### src/rtl/pcs_pg_backpressure_adapter.sv
// pcs_pg_backpressure_adapter
// Turns a valid-only upstream that cannot be stalled into a ready/valid
// (Avalon-ST style) source by buffering symbols in a DEPTH-entry FIFO.
// When the FIFO is full and nothing is popped, the incoming symbol is dropped
// and counted.
//
// Ports
//   clk         : single clock, rising edge
//   reset       : synchronous, active-high reset
//   in_valid    : upstream symbol present (no ready, cannot be stalled)
//   in_data     : upstream payload
//   out_ready   : downstream accepts the head symbol this cycle
//   out_valid   : out_data holds a buffered symbol
//   out_data    : head-of-buffer payload
//   fill_level  : number of buffered entries, 0..DEPTH
//   overflow    : sticky drop flag
//   drop_count  : saturating count of dropped symbols
//   clr_stats   : synchronous clear of overflow and drop_count
module pcs_pg_backpressure_adapter #(
    parameter int unsigned DATA_WIDTH = 2,
    parameter int unsigned DEPTH      = 4,
    parameter int unsigned CNT_WIDTH  = 8
) (
    input  logic                          clk,
    input  logic                          reset,
    input  logic                          in_valid,
    input  logic [DATA_WIDTH-1:0]         in_data,
    input  logic                          out_ready,
    output logic                          out_valid,
    output logic [DATA_WIDTH-1:0]         out_data,
    output logic [$clog2(DEPTH):0]        fill_level,
    output logic                          overflow,
    output logic [CNT_WIDTH-1:0]          drop_count,
    input  logic                          clr_stats
);

    localparam int unsigned PTR_W  = $clog2(DEPTH);
    localparam int unsigned FILL_W = PTR_W + 1;

    if (DEPTH < 2 || DEPTH > 64 || (DEPTH & (DEPTH - 1)) != 0) begin : g_bad_depth
        $error("pcs_pg_backpressure_adapter: DEPTH must be a power of two in 2..64");
    end

    logic [DATA_WIDTH-1:0] r_mem [DEPTH];
    logic [PTR_W-1:0]      r_wr_ptr;
    logic [PTR_W-1:0]      r_rd_ptr;
    logic [FILL_W-1:0]     r_fill;
    logic                  r_out_valid;
    logic                  r_overflow;
    logic [CNT_WIDTH-1:0]  r_drop_count;

    logic                  w_full;
    logic                  w_pop;
    logic                  w_push;
    logic                  w_drop;
    logic [FILL_W-1:0]     w_fill_nxt;

    // Handshake decode; a pop frees the slot a same-cycle push writes when full.
    always_comb begin
        w_full = (r_fill == FILL_W'(DEPTH));
        w_pop  = r_out_valid & out_ready;
        w_push = in_valid & (~w_full | w_pop);
        w_drop = in_valid & w_full & ~w_pop;
    end

    // Next fill level.
    always_comb begin
        w_fill_nxt = r_fill;
        if (w_push && !w_pop) begin
            w_fill_nxt = r_fill + FILL_W'(1);
        end else if (!w_push && w_pop) begin
            w_fill_nxt = r_fill - FILL_W'(1);
        end
    end

    // Payload storage, deliberately not reset.
    always_ff @(posedge clk) begin
        if (!reset && w_push) begin
            r_mem[r_wr_ptr] <= in_data;
        end
    end

    // Pointers, fill level and registered out_valid.
    always_ff @(posedge clk) begin
        if (reset) begin
            r_wr_ptr    <= '0;
            r_rd_ptr    <= '0;
            r_fill      <= '0;
            r_out_valid <= 1'b0;
        end else begin
            if (w_push) begin
                r_wr_ptr <= r_wr_ptr + PTR_W'(1);
            end
            if (w_pop) begin
                r_rd_ptr <= r_rd_ptr + PTR_W'(1);
            end
            r_fill      <= w_fill_nxt;
            r_out_valid <= (w_fill_nxt != '0);
        end
    end

    // Drop statistics; a drop in the same cycle as a clear wins.
    always_ff @(posedge clk) begin
        if (reset) begin
            r_overflow   <= 1'b0;
            r_drop_count <= '0;
        end else if (w_drop) begin
            r_overflow <= 1'b1;
            if (clr_stats) begin
                r_drop_count <= CNT_WIDTH'(1);
            end else if (r_drop_count != '1) begin
                r_drop_count <= r_drop_count + CNT_WIDTH'(1);
            end
        end else if (clr_stats) begin
            r_overflow   <= 1'b0;
            r_drop_count <= '0;
        end
    end

`ifndef SYNTHESIS
    // Simulation-only notice of every dropped symbol.
    always_ff @(posedge clk) begin
        if (!reset && w_drop) begin
            $display("pcs_pg_backpressure_adapter: symbol 0x%0h dropped at %0t", in_data, $time);
        end
    end
`endif

    assign out_valid  = r_out_valid;
    assign out_data   = r_mem[r_rd_ptr];
    assign fill_level = r_fill;
    assign overflow   = r_overflow;
    assign drop_count = r_drop_count;

endmodule

### config.mk
export PLATFORM = sky130hd
export DESIGN_NAME = pcs_pg_backpressure_adapter
export DESIGN_NICKNAME = d
export VERILOG_FILES = /design/src/rtl/pcs_pg_backpressure_adapter.sv
export SDC_FILE = /design/constraint.sdc
export NUM_CORES = 1
export LEC_CHECK = 0
export CAP_MARGIN = 20
export CORE_MARGIN = 5
export CORE_UTILIZATION = 51
export DETAILED_ROUTE_END_ITERATION = 12
export PLACE_DENSITY = 0.77
export SLEW_MARGIN = 20
export SYNTH_ARGS = -nofsm -noshare
export SYNTH_HDL_FRONTEND = slang
export SYNTH_SLANG_ARGS = --single-unit
### constraint.sdc
create_clock -name clk -period 1.7 [get_ports clk]
set_input_delay 0.17 -clock clk [delete_from_list [all_inputs] [get_ports clk]]
set_output_delay 0.17 -clock clk [all_outputs]
set_load 0.05 [all_outputs]
### After elaboration in Yosys (flattened, before gate mapping)

Memories as Yosys holds them, arrays and structs flattened. A register that Yosys moved wholly into a read port is not among the register bits.
Index checks and enable logic that the tools add are counted.

* reductions and logical operators: 10
* multiplexer cells: 12
* add/sub/neg operators: 5
* bitwise operators: 7
* eq/ne operators: 2

Operator list (count)
* 8-bit 2-to-1 mux: 4
* 8-bit by 1-bit adder with 8-bit output (second input constant): 1
* 8-bit inequality test (second input constant): 1
* 3-bit 2-to-1 mux: 2
* 2-bit by 1-bit adder with 2-bit output (second input constant): 2
* 1-bit bitwise AND: 4
* 1-bit 2-to-1 mux: 4
* 2-bit 2-to-1 mux: 2
* 2-bit nonzero test: 2
* 3-bit by 1-bit adder with 3-bit output (second input constant): 1
* 3-bit equality test (second input constant): 1
* 1-bit logical AND: 3
* 1-bit logical NOT: 3
* 3-bit nonzero test: 1
* 3-bit by 1-bit subtractor with 3-bit output (second input constant): 1
* 1-bit inverter: 2
* 2-bit AND reduction: 1
* 1-bit OR: 1

* memories: 1
* word-level logic and storage cells: 43
* memory bits (writable): 8
* input bits: 7
* output and inout port bits: 15
* register bits: 17

Memory list
* r_mem: depth 4, bits a word 2, read ports 1, clocked after memory_dff 1, write ports 1, RTL line 44 `logic [DATA_WIDTH-1:0] r_mem [DEPTH];`

### Depth between registers and ports, before layout

Gate-level depths: netlist of run 1.

* depth after elaboration: 9
* mapped depth: 7
* mapped depth without buffers: 6

### Worst setup path before layout of run 1

No wires, ideal clock.

* path type: register to register
* start: register r_fill[0], in the netlist fill_level[0]
* end: memory r_mem[0][0], enable pin
* arrival time: 1.624 ns
* path slack: -0.221 ns
* cell stages (with the launch flop): 7
* setup time: 0.297 ns
* data required time: 1.403 ns
* clock period less this slack: 1.921 ns
* buffers on the path: 0
* path through: dfxtp_1 -> inv_1 -> ha_1 -> nand2_1 -> o21ai_0 -> nor2_1 -> and2_1

* cells in the longest elaborated chain, start to end: 7

RTL lines
* from (decl): RTL line 47 `logic [FILL_W-1:0] r_fill;`
* from (signal assigned): RTL line 97 `r_fill <= w_fill_nxt;`
* 3-bit equality test: RTL line 60 `w_full = (r_fill == FILL_W'(DEPTH));`
* 1-bit inverter: RTL line 62 `w_push = in_valid & (~w_full | w_pop);`
* 1-bit OR: RTL line 62
* 1-bit bitwise AND: RTL line 62
* 1-bit logical AND: RTL line 78 `if (!reset && w_push) begin`
* 1-bit 2-to-1 mux: RTL line 78
* 1-bit 2-to-1 mux (implied by the code): RTL line 79 `r_mem[r_wr_ptr] <= in_data;`
* to (decl): RTL line 44

No other way between the ends.

### Worst setup path after layout of run 1

* start: register r_overflow, in the netlist overflow
* end: output port overflow

RTL lines
* from (decl): RTL line 49 `logic r_overflow;`
* from (signal assigned): RTL line 105 `r_overflow <= 1'b0;`
* from (signal assigned): RTL line 108 `r_overflow <= 1'b1;`
* from (signal assigned): RTL line 115 `r_overflow <= 1'b0;`
* to (decl): RTL line 32 `output logic overflow,`

No word-level cell between the ends.

==> results.md, run 1 <==
- Ys Warns: 0
- Worst skew pair latency: between 300 and 400 ps
- Post-synth EDFFs: 8
- Post-Synth Adder-Cell Area: 0.0784
- Busiest grt layer: met2
- WHS Endpoint: r_mem[3][0]$_DFFE_PP_
- Largest net degree at the start of global routing: 17
- Static leakage: around 0.66 nW
- Core footprint: between 2000 and 2500 um2
- Slew Limit Fails: 0
- Post-Syn Instances: roughly 120
- Initial antenna violation count: 0
- Max Cap Viol: 0
- Initial Util: 0.525
- GRT overflow: 0
- Crit path time final: around 1600 ps
- Starting DRT DRC Count: 39
- Area Growth Syn to Fin: 27.7%
- Outcome: completed
- DRC violations left: 0
- PD cells: between 1000 and 1500 nW/um2
- Nets: 167
- XOR/XNOR Fraction of Synth Area: 0.0343
- Hold path startpoint: in_data[0]
- Synth top area share: 0.298
- H-tree level count: 1
- Total wire length: 2490 um
- Main combinational cell family by area after synthesis: simple AND/OR/NAND/NOR gates
- CP startpoint kind: flop
- Die X: around 60 um
- Synth Area in Compound Gates: 0.140
- Worst ir drop on vdd: between 0.0008 and 0.0009 V
- CTS tree: built
- Ys async rst share: 0
- Via count: 976
- Crit end category: output pin
- DP Area: ~1600 um2
- Critical path required time: 1530 ps
- Met3 Track Usage GR: 0.0259
- F_max: around 610 MHz
- Clock root cell: clkbuf_4
- PortBufs: 21
- Syn avg cell area: 10.8 um2
- Count leader, synth: dfxtp_1
- Critical path class: reg2out
- Unrepaired setup endpoints after global routing: no
- Reg-to-Reg End: out_valid$_SDFF_PP0_
- Post-route cell area: 1630 um2
- Met1 Use GR: 0.193
- Max incr delay on CP: 800 ps
- Clock-pin transition on the worst setup and hold timing paths: 150 ps
- Clock buffer depth: 2
- Placed cell count: 177
- Hold Vio Cnt, Final: 0
- Synth Net Count: between 100 and 150
- FF-to-FF path depth: 6
- Met2 Resource Use GR: 0.256
- Mapped cell area: approximately 1300 um2
- Hold slack: roughly 480 ps
- Hold Path Depth: 1
- Simple-Gate Fraction of Synth Area: 0.167
- Vias/cell: about 5.4
- Setup Slack @ Placement: -133 ps
- CTS Buf Count: 3
- Die span in y: 60.1 um
- Clk_skew: 12.3 ps
- Synth area leader: dfxtp_1
- Die area: between 3000 and 4000 um2
- Final total power: approximately 1.8 mW
- TritonRoute pass-1 iters: 4
- Critical path buffers and inverters: 1
- Worst path top cell family by delay: buffers and inverters
- DR WL/cell: between 10 and 15 um
- Post-synthesis mux area share: 0.0597
- Crit-path max FO: 2
- Final Setup Violations: 0
- Final cell count without fillers: approximately 180
- Reg-to-reg slack, setup: 100 ps
- Period Utilization, post-route: 0.968
- Vias in the first global route: 980
- Top post-synthesis cells by area: dfxtp_1, edfxtp_1, ha_1, a21oi_1, mux4_2
- Seq/Total Area, Yosys: 0.486
- Fill cells: about 190
- Clock Sinks: 27
- All-Layer GR Usage: 0.153
- Worst r2r src: fill_level[1]$_SDFF_PP0_
- Yosys reg bits: 27
- FP Rows: 18
- Min-Delay Path Class: in2reg
- First-pass GRT wire length: roughly 4200 um
- Post-synth top flop: dfxtp_1
- CP arrival: ~1500 ps
- Synth cell count leaders: dfxtp_1, a21oi_1, nor2_1
- Layout cells sized above 1: 0.311
- Ant diodes: 0
- Post-CTS setup buffers: 0
- CP max stage cell: clkdlybuf4s50_1
- Count of different cell masters after synthesis: 35
- Cells along the critical path: clkdlybuf4s50_1
- HPWL after DPL: ~1900 um
- GP Congestion: around 0.81
- Max-slew headroom: 0.664
- Slew @ Worst Pin: about 500 ps
- Antenna Violating Nets Remaining: 0
- Fin worst setup slack: roughly 54 ps
- Ports: 22
==> repair_timing <==
action	4_1_cts	5_1_grt
gates resized for setup	4	8
gates cloned	0	0
setup endpoints to repair	4	16
hold buffers	0	0
pin swaps	1	1
==> per-stage QoR <==
step                TNS [ps]   util
floorplan                  0      -
global placement        -290  0.648
detailed placement      -842  0.648
CTS                        0  0.660
global route               0  0.671
finish                     0  0.671
==> area by class of cell <==
cell class,instances,area [um2],share of cell area
Multi-Input combinational cell,81,637,0.390
Tap cell,30,37.5,0.0230
Clock inverter,1,7.51,0.00460
Timing Repair Buffer,32,267,0.163
Inverter,7,26.3,0.0161
Sequential cell,27,634,0.389
Clock buffer,3,22.5,0.0138
==> report_power, final <==
group / total (mW) / internal [mW] / switching (mW)
Sequential: 0.813 / 0.748 / 0.0649
Clock: 0.281 / 0.0900 / 0.191
Combinational: 0.679 / 0.295 / 0.384
Total: 1.77 / 1.13 / 0.639
==> cells in the final DEF, fill, tap and decap left out, drive strengths merged, types with 2 or more instances in the layout <==
cell / count
buf: 21
dfxtp: 19
a21oi: 11
nor2: 9
edfxtp: 8
ha: 8
clkdlybuf4s50: 7
and2: 7
inv: 7
nand2: 5
o21ai: 4
xnor2: 4
nand3: 4
o31ai: 3
or3: 3
clkbuf: 3
dlygate4sd2: 3
mux4: 2
nand4: 2
or4: 2
mux2i: 2
a211o: 2
==> worst max-delay path by stage <==
stage	startpoint	end	cells after the start
floorplan	fill_level[1]$_SDFF_PP0_	out_valid$_SDFF_PP0_	6
global placement	out_ready	out_valid$_SDFF_PP0_	5
detailed placement	out_ready	out_valid$_SDFF_PP0_	5
CTS	fill_level[1]$_SDFF_PP0_	out_valid$_SDFF_PP0_	6
global route	drop_count[0]$_SDFFE_PP0P_	drop_count[7]$_SDFFE_PP0P_	5
finish	overflow$_SDFFE_PP0P_	overflow	1
==> metal layers <==
metal / vias up / share of wire
li1: 489 / -
met1: 457 / 0.46
met2: 28 / 0.49
met3: 2 / 0.050
met4: 0 / 0.0048
met5: - / 0
==> state kept, by name (all words and copies together) (netlist names), named ones only <==
name and count:
drop_count 8, r_mem 8, fill_level 3, r_rd_ptr 2, r_wr_ptr 2, out_valid 1, overflow 1
==> kinds of logic after synthesis <==
kind of cell | Yosys count
AO/OA/AOI/OAI | 25
XOR/XNOR | 5
adder cells (fa/ha/maj) | 8
buffers and inverters | 10
flip-flops | 27
multiplexers | 5
AND/OR/NAND/NOR | 38
Note: power is estimated with default switching activity, not from simulation.
==> run 2: changes to the inputs <==
- CORE_UTILIZATION: 51 -> 55
- PLACE_DENSITY: 0.77 -> 0.83
- clock period: 1.7 -> 2.1 ns (I/O delays scaled with it)
==> run 2 against run 1 <==
Worst setup slack improved by 180 ps. Utilization up 2.7 points. Die area fell by 6.1%. Clock-buffer cell count up 1. Non-clock buffer count shrank 9. Combinational power is 30% lower. Clock power is 25% lower. Worst hold slack better by 15 ps. Sequential share of layout area up 1.3 points. Sequential cell count unchanged. Global-route usage hardly changed. Largest power group unchanged. Largest cell class is now flip-flops and latches. Register-to-register slack better by 250 ps.
==> results.md, run 2 (synthesis gave the netlist of run 1 again) <==
- Max incr delay on CP: 870 ps (was 800 ps)
- Clock root cell: clkbuf_4 (unchanged)
- Starting DRT DRC Count: 11 (was 39)
- CTS Buf Count: 3 (unchanged)
- Most frequent cells in the layout: dfxtp_1, clkdlybuf4s50_1, a21oi_1, nor2_1 (was buf_4, dfxtp_1, a21oi_1, nor2_1, edfxtp_1)
- DP Area: 1520 um2 (was 1580 um2)
- Busiest grt layer: met2 (unchanged)
- Nets: 158 (was 167)
- Die span in y: 58.2 um (was 60.1 um)
- Worst ir drop on vdd: 0.000965 V (was 0.000827 V)
- CP arrival: 1660 ps (was 1480 ps)
- Area Growth Syn to Fin: 20.8% (was 27.7%)
- Met3 Track Usage GR: 0.0401 (was 0.0259)
- Hold path startpoint: overflow$_SDFFE_PP0P_ (was in_data[0])
- Fill cells: 186 (was 192)
- Max Cap Viol: 0 (unchanged)
- Post-Route Utilization: 0.697 (was 0.671)
- F_max: roughly 530 MHz
- Worst r2r src: fill_level[0]$_SDFF_PP0_ (was fill_level[1]$_SDFF_PP0_)
- Met2 Resource Use GR: 0.271 (was 0.256)
- Total wire length: 2310 um (was 2490 um)
- DR WL/cell: 13.6 um (was 13.8 um)
- PortBufs: 21 (unchanged)
- Clk_skew: 3.78 ps (was 12.3 ps)
- FP Rows: 17 (was 18)
- Via count: 932 (was 976)
- Ports: 22 (unchanged)
- H-tree level count: 1 (unchanged)
- Clock buffer depth: 2 (unchanged)
- Antenna Violating Nets Remaining: 0 (unchanged)
- Slew Limit Fails: 0 (unchanged)
- Slew @ Worst Pin: 525 ps (was 503 ps)
- Max-slew headroom: 0.649 (was 0.664)
- Vias in the first global route: 962 (was 980)
- Clock-pin transition on the worst setup and hold timing paths: 130 ps (was 150 ps)
- Met1 Use GR: 0.169 (was 0.193)
- Static leakage: 0.568 nW (was 0.660 nW)
- Min-Delay Path Class: reg2reg (was in2reg)
- Core footprint: 2210 um2 (was 2430 um2)
- CP startpoint kind: flop (unchanged)
- Period Utilization, post-route: 0.890
- Clock Sinks: 27 (unchanged)
- Die area: 3390 um2 (was 3610 um2)
- Initial Util: 0.577 (was 0.525)
- Worst skew pair latency: 310 ps (was 330 ps)
- Final total power: 1.33 mW (was 1.77 mW)
- Setup TNS Final: 0 ps (unchanged)
- Worst setup path start: drop_count[2]$_SDFFE_PP0P_ (was overflow$_SDFFE_PP0P_)
- Hold Vio Cnt, Final: 0 (unchanged)
- CP max stage cell: clkdlybuf4s50_1 (unchanged)
- First-pass GRT wire length: 4010 um (was 4150 um)
- Cts hold-fix bufs: 0 (unchanged)
- GRT overflow: 0 (unchanged)
- Layout cells sized above 1: 0.0986 (was 0.311)
- Post-route cell area: 1540 um2 (was 1630 um2)
- Cells along the critical path: clkdlybuf4s50_1 (unchanged)
- Critical path required time: 1890 ps (was 1530 ps)
- GP Congestion: 0.737 (was 0.814)
- Crit path time final: roughly 1900 ps
- Outcome: completed (unchanged)
- Unrepaired setup endpoints after global routing: no (unchanged)
- Final Setup Violations: 0 (unchanged)
- DRC violations left: 0 (unchanged)
- TritonRoute pass-1 iters: 4 (unchanged)
- CTS tree: built (unchanged)
- Critical path class: reg2out (unchanged)
- Die X: 58.2 um (was 60.1 um)
- Largest net degree at the start of global routing: 15 (was 17)
- PD cells: 865 nW/um2 (was 1090 nW/um2)
- Crit-path max FO: 8 (was 2)
- All-Layer GR Usage: 0.154 (was 0.153)
- Critical path buffers and inverters: 1 (unchanged)
- Crit end category: output pin (unchanged)
- Initial antenna violation count: 0 (unchanged)
- Worst path top cell family by delay: buffers and inverters (unchanged)
- Ant diodes: 0 (unchanged)
- Vias/cell: 5.48 (was 5.39)
- HPWL after DPL: 1830 um (was 1940 um)
## run 2: cell count changes in the layout (fill, tap and decap cells not counted), sizes merged
| cell | delta |
|---|---|
| buf | -19 |
| clkdlybuf4s50 | +12 |
| clkbuf | +1 |
| clkinvlp | -1 |
| dlygate4sd2 | -1 |
| dlymetal6s2s | -1 |
## run 2: repair_timing
action | CTS | global route
buffers inserted | 0 | 0
endpoints found under the setup margin | 2 | 0
resized for setup | 2 | 0
## run 2: final cells by class
| cell class | count | area [um2] | share of cell area |
|---|---|---|---|
| flip-flops and latches | 27 | 621 | 0.402 |
| multi-input cells | 81 | 612 | 0.397 |
| repair buffers | 23 | 223 | 0.144 |
| well taps | 28 | 35.0 | 0.0227 |
| clock buffers | 4 | 26.3 | 0.0170 |
| inverters | 7 | 26.3 | 0.0170 |
## run 2: worst paths after layout
kind / end / slack [ps] / cells past startpoint
worst max-delay path: drop_count[2] / 230 / 1
worst min-delay path: overflow$_SDFFE_PP0P_ / 490 / 2
worst max register to register: drop_count[7]$_SDFFE_PP0P_ / 350 / 6
worst min register to register: overflow$_SDFFE_PP0P_ / 490 / 2
## run 2: metrics by stage
step | hold WS [ps] | setup slack, ps | cells
floorplan | 290 | 179 | 118
global placement | 459 | 218 | 166
detailed placement | 480 | 152 | 166
CTS | 503 | 208 | 170
global route | 516 | 143 | 170
finish | 493 | 230 | 170
## run 2: power by group
part | switching (mW) | total, mW | leakage, nW | internal (mW)
Sequential | 0.0560 | 0.650 | 0.228 | 0.594
Combinational | 0.282 | 0.473 | 0.325 | 0.191
Clock | 0.137 | 0.211 | 0.0150 | 0.0742
Total | 0.475 | 1.33 | 0.568 | 0.859
## run 2: per-layer routing
metal / vias up / wire (um) / share of wire
met4: 0 / 63 / 0.027
met5: - / 0 / 0
met1: 433 / 987 / 0.43
met2: 19 / 1160 / 0.50
li1: 470 / - / -
met3: 10 / 106 / 0.046
==> run 3: changes to the inputs <==
- CORE_ASPECT_RATIO: not set -> 0.8
==> run 3 against run 2 <==
Combinational power is 1% higher. Register-to-register slack got worse by 50 ps. Fmax fell by 0.33%. Clock-buffer cell count shrank 1. Via count rose by 3.6%. Critical path depth rose by 1. Sequential share of layout area stayed put. Die area up 0.17%. First-iteration DRC count rose to 6.3 times the previous value. Worst hold slack got worse by 11 ps. Sequential power hardly changed. Final cell count is 1.8% lower.
==> results.md, run 3 (synthesis gave the netlist of run 1 again) <==
- Post-CTS setup buffers: 0 (unchanged)
- Setup TNS Final: 0 ps (unchanged)
- Int Pwr: 0.859 mW (about the same)
- CP max stage cell: mux4_2 (was clkdlybuf4s50_1)
- Multi-input logic area: 612 um2 (unchanged)
- Clock share of power: 0.172 (was 0.158)
- Via count: 966 (was 932)
- Placed cell count: 163 (was 166)
- Worst ir drop on vdd: 0.000862 V (was 0.000965 V)
- Net Sw Power: 0.503 mW (was 0.475 mW)
- DR WL/cell: 15.4 um (was 13.6 um)
- Max Cap Viol: 0 (unchanged)
- F_max: 533 MHz (was 535 MHz)
- Max-slew headroom: 0.662 (was 0.649)
- Post-route cell area: 1540 um2 (unchanged)
- Clk_skew: 2.95 ps (was 3.78 ps)
- Post-Route Utilization: 0.703 (was 0.697)
- DRC violations left: 0 (unchanged)
- GP Congestion: 0.829 (was 0.737)
- Final cell count without fillers: 167 (was 170)
- Nets: 158 (unchanged)
- Fin worst setup slack: 224 ps (was 230 ps)
- Clock buffer depth: 2 (unchanged)
- Critical path required time: 1890 ps (about the same)
- Period Utilization, post-route: 0.893 (was 0.890)
- Clock-pin transition on the worst setup and hold timing paths: 150 ps (was 130 ps)
- First-pass GRT wire length: 4350 um (was 4010 um)
- All-Layer GR Usage: 0.169 (was 0.154)
- Largest net degree at the start of global routing: 17 (was 15)
- H-tree level count: 1 (unchanged)
- DP Area: 1520 um2 (about the same)
- Crit-path max FO: 2 (was 8)
- Combinational power share: 0.353 (was 0.355)
- Slew Limit Fails: 0 (unchanged)
- CTS tree: built (unchanged)
- CP startpoint kind: flop (unchanged)
- Initial Util: 0.582 (was 0.577)
- Layout cells sized above 1: 0.106 (was 0.0986)
- FP Rows: 15 (was 17)
- Final Setup Violations: 0 (unchanged)
- PD cells: 883 nW/um2 (was 865 nW/um2)
- Unrepaired setup endpoints after global routing: no (unchanged)
- Static leakage: 0.567 nW (was 0.568 nW)
- PortBufs: 21 (unchanged)
- Sequential power share: 0.476 (was 0.487)
- Core footprint: 2200 um2 (was 2210 um2)
- Outcome: completed (unchanged)
- Antenna Violating Nets Remaining: 0 (unchanged)
- CTS Buf Count: 3 (unchanged)
- Ant diodes: 0 (unchanged)
- Switching Share: 0.369 (was 0.356)
- CP arrival: 1670 ps (was 1660 ps)
- Die X: 63.9 um (was 58.2 um)
- Worst skew pair latency: 330 ps (was 310 ps)
- Hold Vio Cnt, Final: 0 (unchanged)
- TritonRoute pass-1 iters: 4 (unchanged)
- Most frequent cells in the layout: dfxtp_1, clkdlybuf4s50_1, a21oi_1, nor2_1 (unchanged)
- Final total power: 1.36 mW (was 1.33 mW)
- Critical path class: reg2out (unchanged)
- Fill cells: 161 (was 186)
- Vias/cell: 5.78 (was 5.48)
- Die span in y: 53.1 um (was 58.2 um)
- Max incr delay on CP: 500 ps (was 870 ps)
- Hold slack: 482 ps (was 493 ps)
- Crit end category: output pin (unchanged)
- Worst path top cell family by delay: multiplexers (was buffers and inverters)
- Area Growth Syn to Fin: 20.8% (unchanged)
- HPWL after DPL: 1980 um (was 1830 um)
- Ports: 22 (unchanged)
- Storage cell area: 621 um2 (unchanged)
- Min-Delay Path Class: reg2reg (unchanged)
- Total wire length: 2570 um (was 2310 um)
- Crit path time final: 1880 ps (was 1870 ps)
- Critical path buffers and inverters: 1 (unchanged)
- Starting DRT DRC Count: 69 (was 11)
- Slew @ Worst Pin: 505 ps (was 525 ps)
- Vias in the first global route: 946 (was 962)
- Clock root cell: clkbuf_4 (unchanged)
- Die area: 3390 um2 (about the same)
- Cells along the critical path: mux4_2 -> dlygate4sd2_1 (was clkdlybuf4s50_1)
- Setup Slack @ Placement: 110 ps (was 152 ps)
- GRT overflow: 0 (unchanged)
- Initial antenna violation count: 0 (unchanged)
- Clock Sinks: 27 (unchanged)
[run 3: changes by cell type in the layout (fill, tap and decap cells not counted), sizes merged]
| cell | before | now |
|---|---|---|
| clkbuf | 4 | 3 |
| clkinvlp | 0 | 1 |
[run 3: area by class of cell]
class,count,share of cell area
clock buffer,3,0.0146
sequential,27,0.402
clock inverter,1,0.00487
inverter,7,0.0170
multi-input combinational,81,0.397
tap,25,0.0203
timing repair buffer,23,0.144
[run 3: worst paths after layout]
kind | start | to | slack [ps] | cells past startpoint
max reg2reg | fill_level[0]$_SDFF_PP0_ | drop_count[7]$_SDFFE_PP0P_ | 300 | 6
min | overflow$_SDFFE_PP0P_ | overflow$_SDFFE_PP0P_ | 480 | 2
min reg2reg | overflow$_SDFFE_PP0P_ | overflow$_SDFFE_PP0P_ | 480 | 2
max | flop | out_data[0] | 220 | 2
[run 3: timing repair]
item,4_1_cts,5_1_grt
hold buffers,0,0
resized for setup,2,0
endpoints found under the hold margin,0,0
endpoints found under the setup margin,2,0
[run 3: per-layer routing]
metal | track usage | share of wire
met1 | 0.212 | 0.47
met2 | 0.266 | 0.44
met3 | 0.0594 | 0.068
met4 | 0.0623 | 0.021
met5 | 0 | 0
[run 3: power by group through the flow]
stage	Clock (mW)	Combinational (mW)	Sequential [mW]
after global placement	0	0.467	0.657
after floorplan	0	0.249	0.751
final	0.234	0.480	0.649
after CTS	0.238	0.483	0.649
after global routing	0.265	0.519	0.659
after detailed placement	0	0.482	0.660
[run 3: worst min-delay path, delay by kind of cell, from the launching register on]
kind	cells	cell delay [ps]
compound gates	1	60
flops	1	340
simple gates	1	60
==> edit: new RTL, settings of run 1 <==
The parameter `CNT_WIDTH` goes from 8 to 9.
--- a/src/rtl/pcs_pg_backpressure_adapter.sv
+++ b/src/rtl/pcs_pg_backpressure_adapter.sv
@@ -19,7 +19,7 @@
 module pcs_pg_backpressure_adapter #(
     parameter int unsigned DATA_WIDTH = 2,
     parameter int unsigned DEPTH      = 4,
-    parameter int unsigned CNT_WIDTH  = 8
+    parameter int unsigned CNT_WIDTH  = 9
 ) (
     input  logic                          clk,
     input  logic                          reset,
Ports: changed (resized drop_count); port bits go from 22 to 23. The function was not compared with the original's and may differ.
==> edit against run 1 <==
- the flow now finishes with violations (setup timing)
- routed wire length rose by 4.3%
- area after synthesis increased by 2.4%
- via count up 2.5%
- setup slack lost 58 ps
- sequential cell count rose by 1
- die area up 2.0%
- sequential share of layout area is 1.7 points lower
- design area rose by 11%
- core utilization rose by 6.6 points
- combinational power shrank 22%
- total power down 3.7%
- clock power rose by 35%
- largest power group unchanged
==> edit: results <==
pwr:
  p_leak_nw: 0.835
  vdd_ir_drop_max_v: 0.000985
sta:
  finalSetupTns_ps: -3.39
  hold_viol: 0
  worst_slack_ps: -3.39
  finalSetupViolCount: 1
  clock_skew_ps: 1.98
  maxSlewHeadroom_pct: 66.2
synth:
  synth-main-ff-cell: "dfxtp_1"
  synth-edff-count: 8
  ys_async_sr_fraction_pct: 0
  synth_common_cells: "20 x dfxtp_1, 20 x nor2_1, 9 x ha_1"
  yosysSeqAreaShare_pct: 48.9
  syn_nets: 137
  ys_warn_count: 0
  synth_area_leaders: "dfxtp_1 31%, edfxtp_1 18%, ha_1 8.6%"
  ys_types: 33
grt:
  grt_antenna_before_repair: 0
  grt_max_degree: 17
  grt_use_total_pct: 14.6
  grt_first_pass_wirelength_um: 4000
  grt_pass1_vias: 957
worst_setup_path:
  slowest_delay_ps: 390
  crit_fanout: 5
  arrival_ps: 1940
  cp_slowest_cell: "nor4_4"
cts:
  root_buffer: "clkbuf_4"
  clk_transition_reported_paths_ps: 150
  cts_buffers: 3
  htree_levels: 1
  clock_latency_ps: 320
  cts_buffer_depth: 2
placed_design:
  dp_hpwl_um: 1890
  gp_congestion: 0.753
  place.port_buffers: 22
finish:
  antennaDiodeCount: 0
  fill_cells: 163
  largest_register_ffs: 9
  nNetsFinal: 177
  drive_above_1_share_pct: 35.6
routing:
  vias: 1000
  drt_iter0_markers: 22
  totalWireLength_um: 2600
  drt_pre_antenna_iters: 4
  ant_nets: 0
outcome:
  failed_checks: "setup timing"
  status: "finished, violations left"
worst_hold_path:
  min_path_type: "primary input to flop"
edit: final cells by class:
type                    instances  area [um2]  share of cell area (%)
well taps                      30        37.5                    2.07
clock buffers                   4        47.5                    2.63
flip-flops and latches         28         672                    37.1
repair buffers                 37         323                    17.8
multi-input cells              84         703                    38.9
inverters                       7        26.3                    1.45
edit: cells by family (layout without fill, tap and decap cells):
group | after synthesis | after routing | synth area share, %
xor+xnor | 7 | 7 | 4.68
simple gates | 45 | 45 | 19.1
compound gates | 18 | 18 | 10.3
mux | 5 | 5 | 5.74
fa+ha+maj | 9 | 9 | 8.60
flops | 28 | 28 | 48.9
buf+inv | 9 | 48 | 2.58
edit: worst paths after layout:
kind	end	slack, ps	cells past startpoint	from
worst max-delay path	drop_count[5]$_SDFFE_PP0P_	-3	7	drop_count[3]$_SDFFE_PP0P_
worst min-delay path	r_mem[0][1]$_DFFE_PP_	480	1	in_data[1]
worst max register to register	drop_count[5]$_SDFFE_PP0P_	-3	7	drop_count[3]$_SDFFE_PP0P_
worst min register to register	overflow$_SDFFE_PP0P_	520	2	overflow$_SDFFE_PP0P_
edit: timing repair:
| item | 4_1_cts | 5_1_grt |
|---|---|---|
| endpoints found under the setup margin | 10 | 21 |
| setup buffers | 0 | 5 |
| pin swaps | 2 | 8 |
| gates resized for setup | 9 | 15 |
| hold buffers | 0 | 0 |
edit: power by group:
part | internal (W) | switching [W]
sequential | 0.000749 | 0.0000490
clock | 0.000180 | 0.000198
combinational | 0.000211 | 0.000321
total | 0.00114 | 0.000568
edit: worst max-delay path, delay by kind of cell, from the launching register on:
kind / cells / cell delay, ps
AO/OA/AOI/OAI: 2 / 370
adder cells (fa/ha/maj): 1 / 190
flip-flops: 1 / 370
AND/OR/NAND/NOR: 4 / 700
edit: layer usage:
metal,part of all wire [%],GRT usage (%)
met2,51,26.3
met4,2.5,6.50
met5,0,0
met3,4.5,2.98
met1,42,16.6
edit: metrics by stage:
stage	total power (W)	hold slack (ps)	instance area [um2]	std cells	worst slack [ps]
after detailed placement	0.00133	492	1650	181	-70.2
after global placement	0.00131	477	1650	181	-51.0
final	0.00171	478	1810	190	-3.39
after CTS	0.00170	476	1720	185	1.23
after floorplan	0.00117	239	1340	121	-70.8
after global routing	0.00181	464	1810	190	-92.5
